**src/rtl/imem_arbiter.sv**
```systemverilog
// Round-robin arbiter sharing the instruction memory read port between the
// fetch unit (requester 0) and the debug/loader port (requester 1).
module imem_arbiter #(
    parameter int DEPTH = 128
) (
    input  logic        clk,
    input  logic        rst,
    input  logic        req0,
    input  logic [31:0] addr0,
    input  logic        req1,
    input  logic [31:0] addr1,
    output logic [31:0] mem_addr,
    input  logic [31:0] mem_data,
    output logic [31:0] rdata,
    output logic        ack0,
    output logic        ack1,
    output logic        err,
    output logic        busy
);

    logic        inflight;
    logic        inflight_id;
    logic        pend_err;
    logic        last;
    logic        elig0;
    logic        elig1;
    logic        grant;
    logic        winner;
    logic [31:0] win_addr;

    // A requester with a read still in flight is masked until its ack, so a
    // lone requester is served at most every other cycle.
    always_comb begin
        elig0    = req0 & ~(inflight & ~inflight_id);
        elig1    = req1 & ~(inflight & inflight_id);
        grant    = elig0 | elig1;
        winner   = (elig0 & elig1) ? ~last : elig1;
        win_addr = winner ? addr1 : addr0;
    end

    // Completion of the old read and a new grant may share one edge; the ack
    // uses the old inflight_id while the grant overwrites it.
    always_ff @(posedge clk or posedge rst) begin
        if (rst) begin
            mem_addr    <= 32'd0;
            rdata       <= 32'd0;
            ack0        <= 1'b0;
            ack1        <= 1'b0;
            err         <= 1'b0;
            inflight    <= 1'b0;
            inflight_id <= 1'b0;
            pend_err    <= 1'b0;
            last        <= 1'b1;
        end else begin
            ack0 <= inflight & ~inflight_id;
            ack1 <= inflight & inflight_id;
            err  <= inflight & pend_err;
            if (inflight) begin
                rdata <= mem_data;
            end
            if (grant) begin
                mem_addr    <= win_addr;
                inflight    <= 1'b1;
                inflight_id <= winner;
                last        <= winner;
                pend_err    <= (win_addr >= 32'(DEPTH));
            end else begin
                inflight <= 1'b0;
            end
        end
    end

    assign busy = inflight;

endmodule

```
**config.mk**
```make
export PLATFORM = sky130hd
export DESIGN_NAME = imem_arbiter
export DESIGN_NICKNAME = d
export VERILOG_FILES = /design/src/rtl/imem_arbiter.sv
export SDC_FILE = /design/constraint.sdc
export NUM_CORES = 1
export LEC_CHECK = 0
export BUFFER_PORTS_ARGS = -buffer_cell sky130_fd_sc_hd__buf_2
export CORE_MARGIN = 4
export CORE_UTILIZATION = 30
export DETAILED_ROUTE_END_ITERATION = 12
export PLACE_DENSITY = 0.6
export SYNTH_ARGS = -nofsm -noshare
export SYNTH_HDL_FRONTEND = slang
export SYNTH_SLANG_ARGS = --single-unit
```
**constraint.sdc**
```tcl
create_clock -name clk -period 2.52 [get_ports clk]
set_input_delay 0.504 -clock clk [delete_from_list [all_inputs] [get_ports clk]]
set_output_delay 0.504 -clock clk [all_outputs]
set_load 0.01 [all_outputs]
```
Word level (Yosys, flattened, before mapping)
Cells that the tools add are included.
{"block": "classes", "n_mux": 3, "bitwise_logic": 11, "magnitude_cmp": 1}
{"op": ">= comparator 32 x 8 -> 1 bit, second input constant", "n": 1}
{"op": "two-way mux 32 bit", "n": 1}
{"op": "AND 1 bit", "n": 6}
{"op": "inverter 1 bit", "n": 4}
{"op": "two-way mux 1 bit", "n": 2}
{"op": "OR 1 bit", "n": 1}
{"block": "word_totals", "output_inout_bits": 68, "regBits": 71, "in_bits": 100, "elab_cells": 24}

Logic depth before layout (Yosys ltp)
Gate-level depths: netlist of run 1.
{"block": "logic_depth", "depth_word": 8, "depth_mapped": 6, "depth_no_buf": 4}

Worst setup path before layout of run 1
OpenSTA, ideal clock, no wires.
{"block": "synth_path", "path_kind": "reg2reg", "from": "register inflight (netlist: busy)", "to": "register pend_err", "slack_ps": 1031, "setup_ps": 130, "t_required_ps": 2390, "path_stages_with_launch": 7, "path_buffers": 2, "synth_period_minus_slack_ps": 1489, "t_arrival_ps": 1358, "path_cell_list": "dfrtp_1 > buf_6 > nand3b_4 > and2_4 > buf_6 > o32ai_2 > a31oi_1"}
{"block": "synth_between", "elab_chain_cells": 7, "elab_cells_between_ends": 11, "cone_classes": "1 x order compare; 2 x mux; 8 x bitwise"}
{"item": "start, declared", "line": "21", "rtl": "logic inflight;"}
{"item": "start signal, assigned", "line": "50", "rtl": "inflight <= 1'b0;"}
{"item": "start signal, assigned", "line": "63", "rtl": "inflight <= 1'b1;"}
{"item": "start signal, assigned", "line": "68", "rtl": "inflight <= 1'b0;"}
{"item": "AND 1 bit (on tied branches)", "line": "34, 35"}
{"item": "inverter 1 bit (on tied branches)", "line": "34, 35"}
{"item": "AND 1 bit (on tied branches)", "line": "34, 35"}
{"item": "AND 1 bit", "line": "37", "rtl": "winner = (elig0 & elig1) ? ~last : elig1;"}
{"item": "two-way mux 1 bit", "line": "37"}
{"item": "two-way mux 32 bit", "line": "38", "rtl": "win_addr = winner ? addr1 : addr0;"}
{"item": ">= comparator 32 x 8 -> 1 bit", "line": "66", "rtl": "pend_err <= (win_addr >= 32'(DEPTH));"}
{"item": "end signal, assigned", "line": "66"}
{"item": "end, declared", "line": "23", "rtl": "logic pend_err;"}
Parallel ways exist; a longest one is shown, timed or not.
A chain may end at the register's enable or synchronous reset.

Final worst setup path of run 1
{"block": "layout_path", "from": "register inflight (netlist: busy)", "to": "output port busy"}
{"item": "end, declared", "line": "18", "rtl": "output logic busy"}
No word-level cell between the ends.

==> flow_metrics.env, run 1 <==
export IMPL_cp_cell_sequence="buf_4, buf_2"
export IMPL_crit_family="buffers and inverters"
export IMPL_status="complete, no violations"
export IMPL_diodes=0
export IMPL_num_vias=2542
export IMPL_cp_slowest_cell="buf_4"
export IMPL_p_leak_nw=2.12
export IMPL_fin_cells=552
export IMPL_wl_mm=7.97
export IMPL_clk_latency_ns=0.33
export IMPL_hold_viol=0
export IMPL_ys_seq_area_share_pct=57.6
export IMPL_critPathLaunch="busy"
export IMPL_post_cts_buffers=0
export IMPL_cts_buffer_depth=2
export IMPL_io_pins=168
export IMPL_fin_setup_tns_ns=0
export IMPL_crit_path_end_kind="primary output"
export IMPL_hold_class="in2async"
export IMPL_cts_buffers_inserted=9
export IMPL_switching_share_pct=31.0
export IMPL_vdd_ir_drop_max_mv=0.429
export IMPL_p_comb_share_pct=31.1
export IMPL_slew_headroom_pct=54.6
export IMPL_grt_pass1_wl_mm=12.2
export IMPL_yosys_register_bits=71
export IMPL_r2r_end="mem_addr[12]"
export IMPL_path_class="reg2out"
export IMPL_synth_edf_count=0
export IMPL_cpPeakStageDelay_ns=0.44
export IMPL_crit_fanout=37
export IMPL_reg2regPathDepth=4
export IMPL_antenna_found_initial=0
export IMPL_ctsResizeCount=0
export IMPL_synth_cell_type_count=24
export IMPL_critPathBufInv=2
export IMPL_rrSetupSlack_ns=0.90
export IMPL_hpwl_mm=6.03
export IMPL_grt_ovfl_total=0
export IMPL_max_freq_mhz=532
export IMPL_grt_busiest_layer="met2"
export IMPL_ctsHoldBuffers=0
export IMPL_cts_tree="done"
export IMPL_ys_warn_count=0
export IMPL_initial_utilization_pct=31.2
export IMPL_finalCritPeriodShare_pct=74.7
export IMPL_die_width_um=109
export IMPL_rows=36
export IMPL_synth_area_per_cell_sq_um=12.5
export IMPL_tightestPinTransition_ns=0.680
export IMPL_p_int_w=0.00265
export IMPL_syn_inst=248
export IMPL_synthArstFlopShare_pct=100
export IMPL_drc=0
export IMPL_dieHeight_um=109
export IMPL_finClkSkew_ns=0.00532
export IMPL_drtIter0Drc=98
export IMPL_cts_num_sinks=71
export IMPL_syn_nets=348
export IMPL_routedWlPerCell_um=14.4
export IMPL_nets=515
export IMPL_clk_pin_slew_ns=0.07
export IMPL_area_growth_pct=38.4
export IMPL_rsz0062_at_grt="false"
export IMPL_core_sq_mm=0.00991
export IMPL_p_seq_share_pct=42.1
export IMPL_place_congestion=0.812
export IMPL_min_period_ns=1.88
export IMPL_viasPerCell=4.61
export IMPL_dp_cells=537
export IMPL_crit_arrival_ns=1.38
export IMPL_cts_htree_levels=3
export IMPL_drv_slew=0
export IMPL_p_per_area_mw_per_mm2=898
export IMPL_grt_usage_pct=13.1
export IMPL_grtUsageMet2_pct=22.1
export IMPL_start_kind="register"
export IMPL_synthesis_area_sq_mm=0.00309
export IMPL_finalSetupViolCount=0
export IMPL_final_antenna_net_count=0
export IMPL_die_area_sq_mm=0.0120
export IMPL_layout_common_cells="167 x buf_2, 70 x dfrtp_1, 34 x nor2_1, 33 x mux2i_1"
export IMPL_drive_above_1_share_pct=53.9
export IMPL_p_sw_w=0.00119
export IMPL_p_clk_share_pct=26.8
export IMPL_final_common_cell="buf_2"
export IMPL_clock_root_buffer="clkbuf_8"
export IMPL_drv_cap=0
export IMPL_grt_max_degree=69
export IMPL_r2r_start="last"
export IMPL_io_buffers=167
export IMPL_met1_usage_pct=15.9
export IMPL_grt_pass1_vias=2559
export IMPL_dr_pass1_iters=4
export IMPL_critical_path_required_ns=2.02
export IMPL_ys_flop_type="dfrtp_1"
export IMPL_use_met3_pct=4.76
kinds of logic after synthesis:
group | synth area share [%]
buffers and inverters | 3.69
multiplexers | 22.4
flip-flops | 57.6
AND/OR/NAND/NOR | 9.32
AO/OA/AOI/OAI | 7.09
cell usage after synthesis (2+ instances only):
master   count  area share (%)
inv_1        3            0.36
nor2b_1      2            0.40
buf_4        3            0.73
mux2_2      32              12
nand2_1      2            0.24
nor4_1      12             2.4
buf_6        4             1.5
mux2i_1     33              11
nor2_1      34             4.1
nand4_1      3            0.61
buf_2        7             1.1
a21oi_1     32             5.2
dfrtp_1     70              57
flip-flops by register name (all words and copies together), names as in the netlist:
signal       cells
inflight_id      1
pend_err         1
ack0             1
err              1
busy             1
rdata           32
last             1
ack1             1
mem_addr        32
per-stage QoR:
stage / worst slack (ns) / cell area (sq um) / power, W / hold slack, ns / util (%)
after detailed placement: 0.749 / 4050 / 0.00287 / 0.490 / 40.8
after global placement: 0.748 / 4050 / 0.00284 / 0.483 / 40.8
after floorplan: 0.221 / 3090 / 0.00236 / 0.459 / -
final: 0.639 / 4280 / 0.00384 / 0.240 / 43.1
after global routing: 0.532 / 4280 / 0.00410 / 0.277 / 43.1
after CTS: 0.591 / 4280 / 0.00392 / 0.248 / 43.1
worst reg2reg max path, cell delays in order, from the launching register on:
cell and delay (ns):
dfstp_2 0.57, nand3b_4 0.11, nand2_4 0.36, mux2i_1 0.35
a21oi_1 0.10
cell type report:
cell class	instances	area, sq um
fillers	1001	5630
flip-flops and latches	71	1780
multi-input cells	160	1200
repair buffers	170	883
well taps	133	166
clock buffers	12	165
clock inverters	3	65.1
inverters	3	12.5
per-layer routing:
| metal | wire (um) | part of all wire, % | vias up |
|---|---|---|---|
| li1 | - | - | 1215 |
| met1 | 3250 | 41 | 1213 |
| met2 | 3900 | 49 | 108 |
| met3 | 757 | 9.5 | 6 |
| met4 | 62 | 0.78 | 0 |
| met5 | 0 | 0 | - |
worst max-delay path by stage:
stage                           to  slack [ns]  depth (start not counted)
after floorplan               ack0        0.22                          1
after global placement    pend_err        0.75                          5
after detailed placement  pend_err        0.75                          5
after CTS                     busy        0.59                          2
after global routing          busy        0.53                          2
final                         busy        0.64                          2
power by group through the flow:
stage / clock network, W / registers, W / logic, W
after global routing: 0.00113 / 0.00166 / 0.00132
after floorplan: 0 / 0.00177 / 0.000589
final: 0.00103 / 0.00162 / 0.00120
after CTS: 0.00108 / 0.00162 / 0.00122
after global placement: 0 / 0.00163 / 0.00120
after detailed placement: 0 / 0.00164 / 0.00122
(Power assumes the default switching activity.)
==> inputs of run 2 (changes only) <==
--- a/config.mk
+++ b/config.mk
@@ -9,7 +9,7 @@
 export CORE_MARGIN = 4
 export CORE_UTILIZATION = 30
 export DETAILED_ROUTE_END_ITERATION = 12
-export PLACE_DENSITY = 0.6
+export PLACE_DENSITY = 0.62
 export SYNTH_ARGS = -nofsm -noshare
 export SYNTH_HDL_FRONTEND = slang
 export SYNTH_SLANG_ARGS = --single-unit
==> constraint.sdc (replaced) <==
create_clock -name clk -period 1.7 [get_ports clk]
set_input_delay 0.34 -clock clk [delete_from_list [all_inputs] [get_ports clk]]
set_output_delay 0.34 -clock clk [all_outputs]
set_load 0.01 [all_outputs]
==> run 2 against run 1 <==
Via count fell by 0.43%. Flip-flop and latch count did not move. Sequential share of layout area shrank 0.62 points. Total power is 52% higher. First-iteration DRC count is 21% higher. Hold slack worse by 0.014 ns. Worst setup slack lost 0.53 ns. Sequential power up 48%. Cell count is 1.3% higher. Critical path type unchanged.
==> flow_metrics.env, run 2 (synthesized netlist as in run 1, its figures left out) <==
export IMPL_post_cts_buffers=0
export IMPL_tightestPinTransition_ns=0.383
export IMPL_hold_viol=0
export IMPL_grt_pass1_vias=2569
export IMPL_drv_slew=0
export IMPL_cp_cell_sequence="buf_8, buf_2"
export IMPL_drtIter0Drc=119
export IMPL_cts_buffer_depth=2
export IMPL_area_growth_pct=40.5
export IMPL_final_common_cell="buf_2"
export IMPL_cp_slowest_cell="dfrtp_1"
export IMPL_nets=521
export IMPL_reg_largest_list="mem_addr: 32 flops, rdata: 32 flops"
export IMPL_cpPeakStageDelay_ns=0.46
export IMPL_dieHeight_um=109
export IMPL_crit_arrival_ns=1.25
export IMPL_regArea_sq_mm=0.00178
export IMPL_routedWlPerCell_um=14.7
export IMPL_clock_root_buffer="clkbuf_8"
export IMPL_finalHoldWorstSlack_ns=0.226
export IMPL_place_congestion=0.838
export IMPL_p_leak_nw=2.14
export IMPL_dp_slack_ns=0.130
export IMPL_final_antenna_net_count=0
export IMPL_critPathBufInv=2
export IMPL_crit_family="flip-flops"
export IMPL_hold_class="in2reg"
export IMPL_vdd_ir_drop_max_mv=0.482
export IMPL_grt_ovfl_total=0
export IMPL_clk_pin_slew_ns=0.08
export IMPL_wl_mm=8.24
export IMPL_finalWorstSetupSlack_ns=0.112
export IMPL_crit_path_end_kind="primary output"
export IMPL_crit_fanout=28
export IMPL_cts_htree_levels=3
export IMPL_finalSetupViolCount=0
export IMPL_max_freq_mhz=630
export IMPL_layout_common_cells="167 x buf_2, 70 x dfrtp_1, 34 x nor2_1, 33 x mux2i_1"
export IMPL_cts_buffers_inserted=9
export IMPL_finClkSkew_ns=0.0109
export IMPL_cts_tree="done"
export IMPL_die_area_sq_mm=0.0120
export IMPL_critical_path_required_ns=1.36
export IMPL_grt_max_degree=69
export IMPL_rsz0062_at_grt="false"
export IMPL_finalCritPeriodShare_pct=93.4
export IMPL_fin_cells=559
export IMPL_die_width_um=109
export IMPL_diodes=0
export IMPL_multiInputGateArea_sq_mm=0.00120
export IMPL_num_vias=2531
export IMPL_drive_above_1_share_pct=54.0
export IMPL_drv_cap=0
export IMPL_io_pins=168
export IMPL_start_kind="register"
export IMPL_fillers=984
export IMPL_viasPerCell=4.53
export IMPL_clk_latency_ns=0.34
export IMPL_path_class="reg2out"
export IMPL_dr_pass1_iters=4
export IMPL_p_per_area_mw_per_mm2=1340
export IMPL_dp_cells=542
export IMPL_cts_num_sinks=71
export IMPL_rows=36
export IMPL_hpwl_mm=6.45
export IMPL_grt_pass1_wl_mm=12.8
export IMPL_grt_usage_pct=13.8
export IMPL_fin_setup_tns_ns=0
export IMPL_min_period_ns=1.59
export IMPL_io_buffers=167
export IMPL_initial_utilization_pct=31.2
export IMPL_core_sq_mm=0.00991
export IMPL_fin_util_pct=43.8
export IMPL_status="complete, no violations"
export IMPL_drc=0
export IMPL_slew_headroom_pct=74.4
export IMPL_antenna_found_initial=0
==> run 2: routing by layer <==
metal  vias up  GRT usage (%)  wire [um]
met4         0           5.88        136
met2        93           22.6       4000
met3        13           2.76        604
li1       1229              -          -
met5         -              0          0
met1      1196           17.6       3500
==> run 2: power breakdown <==
part           internal, W  leakage (nW)  total, W  switching (W)
Combinational     0.000874          1.22   0.00182       0.000946
Clock             0.000979         0.114   0.00161       0.000629
Sequential         0.00215         0.809   0.00240       0.000250
Total              0.00400          2.14   0.00583        0.00182
==> run 2: worst paths after layout <==
| path | start | end | slack, ns | depth (start not counted) |
|---|---|---|---|---|
| setup reg to reg | last | mem_addr[6] | 0.14 | 5 |
| setup / recovery | busy | busy | 0.11 | 2 |
| min in group asynchronous | rst | busy | 0.55 | 3 |
| max in group asynchronous | rst | rdata[28] | 0.50 | 4 |
| hold reg to reg | rdata[26] | rdata[26] | 0.51 | 1 |
| hold / removal | mem_data[23] | rdata[23] | 0.23 | 2 |
==> run 2: per-stage QoR <==
| stage | instance area [sq um] | total power (W) |
|---|---|---|
| floorplan | 3090 | 0.00350 |
| global placement | 4090 | 0.00423 |
| detailed placement | 4090 | 0.00428 |
| CTS | 4340 | 0.00594 |
| global route | 4340 | 0.00623 |
| finish | 4340 | 0.00583 |
==> run 2: worst register-to-register path, delay by kind of cell, from the launching register on <==
family	cells	cell delay, ns
flops	1	0.57
buf+inv	1	0.24
simple gates	2	0.32
compound gates	1	0.09
mux	1	0.20
==> run 2: area by class of cell <==
| cell class | count | share of cell area, % |
|---|---|---|
| sequential | 71 | 41.0 |
| multi-input combinational | 160 | 27.8 |
| timing repair buffer | 176 | 21.6 |
| tap | 133 | 3.83 |
| clock buffer | 11 | 3.03 |
| clock inverter | 5 | 2.45 |
| inverter | 3 | 0.346 |
==> run 2: timing repair <==
| item | in CTS | in global routing |
|---|---|---|
| cloned | 0 | 0 |
| endpoints found under the hold margin | 13 | 0 |
| hold buffers | 1 | 0 |
| setup endpoints to repair | 1 | 1 |
| resized for setup | 1 | 1 |
==> inputs of run 3 (changes only) <==
==> config.mk (replaced) <==
export PLATFORM = sky130hd
export DESIGN_NAME = imem_arbiter
export DESIGN_NICKNAME = d
export VERILOG_FILES = /design/src/rtl/imem_arbiter.sv
export SDC_FILE = /design/constraint.sdc
export NUM_CORES = 1
export LEC_CHECK = 0
export CORE_MARGIN = 4
export CORE_UTILIZATION = 30
export DETAILED_ROUTE_END_ITERATION = 12
export DONT_BUFFER_PORTS = 1
export PLACE_DENSITY = 0.47
export SYNTH_ARGS = -nofsm -noshare
export SYNTH_HDL_FRONTEND = slang
export SYNTH_SLANG_ARGS = --single-unit
==> run 3 against run 2 <==
Critical path depth increased by 3. Total power decreased by 16%. Clock skew decreased by 0.0053 ns. Non-clock buffer count decreased by 167. Fmax increased by 5.1%. Via count decreased by 24%. Hold slack got worse by 0.072 ns. First-iteration DRC count decreased by 14%. Wire length decreased by 8.0%. Critical endpoint is now mem_addr[4]. Largest power group unchanged.
==> flow_metrics.env, run 3 (synthesized netlist as in run 1, its figures left out) <==
export IMPL_die_width_um=109
export IMPL_core_sq_mm=0.00991
export IMPL_fin_setup_tns_ns=0
export IMPL_cts_num_sinks=71
export IMPL_wl_mm=7.57
export IMPL_drive_above_1_share_pct=24.0
export IMPL_fillers=974
export IMPL_nets=354
export IMPL_rows=36
export IMPL_dr_pass1_iters=4
export IMPL_clk_latency_ns=0.33
export IMPL_drc=0
export IMPL_rsz0062_at_grt="false"
export IMPL_num_vias=1933
export IMPL_path_class="reg2reg"
export IMPL_crit_path_end_kind="register"
export IMPL_grt_usage_pct=12.6
export IMPL_reg_largest_list="mem_addr: 32 flops, rdata: 32 flops"
export IMPL_initial_utilization_pct=31.2
export IMPL_hold_viol=0
export IMPL_post_cts_buffers=0
export IMPL_routedWlPerCell_um=19.4
export IMPL_start_kind="register"
export IMPL_status="complete, no violations"
export IMPL_finalSetupViolCount=0
export IMPL_drtIter0Drc=102
export IMPL_grt_pass1_vias=2073
export IMPL_dieHeight_um=109
export IMPL_hpwl_mm=5.84
export IMPL_die_area_sq_mm=0.0120
export IMPL_vdd_ir_drop_max_mv=0.482
export IMPL_clock_root_buffer="clkbuf_8"
export IMPL_antenna_found_initial=0
export IMPL_drv_cap=0
export IMPL_layout_common_cells="69 x dfrtp_1, 34 x nor2_1, 33 x mux2i_1, 32 x mux2_2, 32 x a21oi_1"
export IMPL_min_period_ns=1.51
export IMPL_finalCritPeriodShare_pct=88.9
export IMPL_viasPerCell=4.94
export IMPL_clk_pin_slew_ns=0.07
export IMPL_tightestPinTransition_ns=0.496
export IMPL_cts_htree_levels=3
export IMPL_place_congestion=0.822
export IMPL_slew_headroom_pct=66.9
export IMPL_r2r_start="last"
export IMPL_io_buffers=0
export IMPL_grt_ovfl_total=0
export IMPL_finClkSkew_ns=0.00564
export IMPL_critical_path_required_ns=1.92
export IMPL_max_freq_mhz=662
export IMPL_cts_buffer_depth=2
export IMPL_final_common_cell="dfrtp_1"
export IMPL_drv_slew=0
export IMPL_hold_class="in2reg"
export IMPL_cts_buffers_inserted=9
export IMPL_critPathLaunch="last"
export IMPL_grt_max_degree=56
export IMPL_p_leak_nw=1.47
export IMPL_io_pins=168
export IMPL_cts_tree="done"
export IMPL_final_antenna_net_count=0
export IMPL_diodes=0
export IMPL_p_per_area_mw_per_mm2=1420
export IMPL_hp_start="mem_data[24]"
export IMPL_grt_pass1_wl_mm=11.4
export IMPL_crit_arrival_ns=1.73
export IMPL_power_w=0.00492
export IMPL_crit_fanout=12
export IMPL_area_growth_pct=11.8
## run 3: cell types whose count changed in the layout (fill, tap and decap cells not counted), sizes merged
cell      previous run  this run
buf                175         8
bufinv               3         0
clkbuf              11        14
clkinvlp             2         1
## run 3: through the flow
step | hold slack [ns] | instances | utilization, % | cell area, sq um | setup slack [ns]
4_1_cts | 0.128 | 391 | 34.8 | 3450 | 0.176
5_1_grt | 0.117 | 391 | 34.8 | 3450 | 0.0642
2_1_floorplan | 0.459 | 248 | - | 3090 | 0.211
3_3_place_gp | 0.270 | 375 | 33.1 | 3280 | 0.137
3_5_place_dp | 0.274 | 375 | 33.1 | 3280 | 0.118
6_report | 0.154 | 391 | 34.8 | 3450 | 0.189
## run 3: worst paths after layout
check | endpoint | slack [ns] | cells after the start
min reg2reg | err | 0.51 | 1
max reg2reg | mem_addr[4] | 0.19 | 5
max in group asynchronous | mem_addr[30] | 0.69 | 3
min in group asynchronous | rdata[29] | 0.52 | 2
min | rdata[24] | 0.15 | 1
max | mem_addr[4] | 0.19 | 5
## run 3: what timing repair did
item | in CTS | in global routing
resized for setup | 0 | 0
hold buffers | 1 | 0
endpoints found under the hold margin | 16 | 0
## run 3: power breakdown
group | internal [W] | leakage, nW | total (W) | switching (W)
registers | 0.00215 | 0.808 | 0.00272 | 0.000563
logic | 0.000515 | 0.580 | 0.00102 | 0.000501
clock network | 0.000602 | 0.0865 | 0.00118 | 0.000581
total | 0.00327 | 1.47 | 0.00492 | 0.00164
## run 3: area by class of cell
cell class | instances | area, sq um | share of cell area [%]
well taps | 133 | 166 | 4.82
clock inverters | 1 | 5.00 | 0.145
flip-flops and latches | 71 | 1780 | 51.5
repair buffers | 9 | 120 | 3.48
multi-input cells | 160 | 1200 | 34.9
inverters | 3 | 15.0 | 0.435
clock buffers | 14 | 163 | 4.71
## run 3: critical path, stage by stage (launching register included)
cell and delay, ns:
dfstp_2 0.56, nand3b_4 0.11, nand2_4 0.22, buf_4 0.23, mux2i_1 0.20, a21oi_1 0.08
## run 3: metal layers
metal / share of wire, % / GRT usage (%) / vias up
met2: 51 / 20.2 / 82
met5: 0 / 0 / -
met3: 9.1 / 5.28 / 9
met1: 39 / 15.0 / 954
met4: 1.6 / 4.90 / 0
li1: - / - / 888
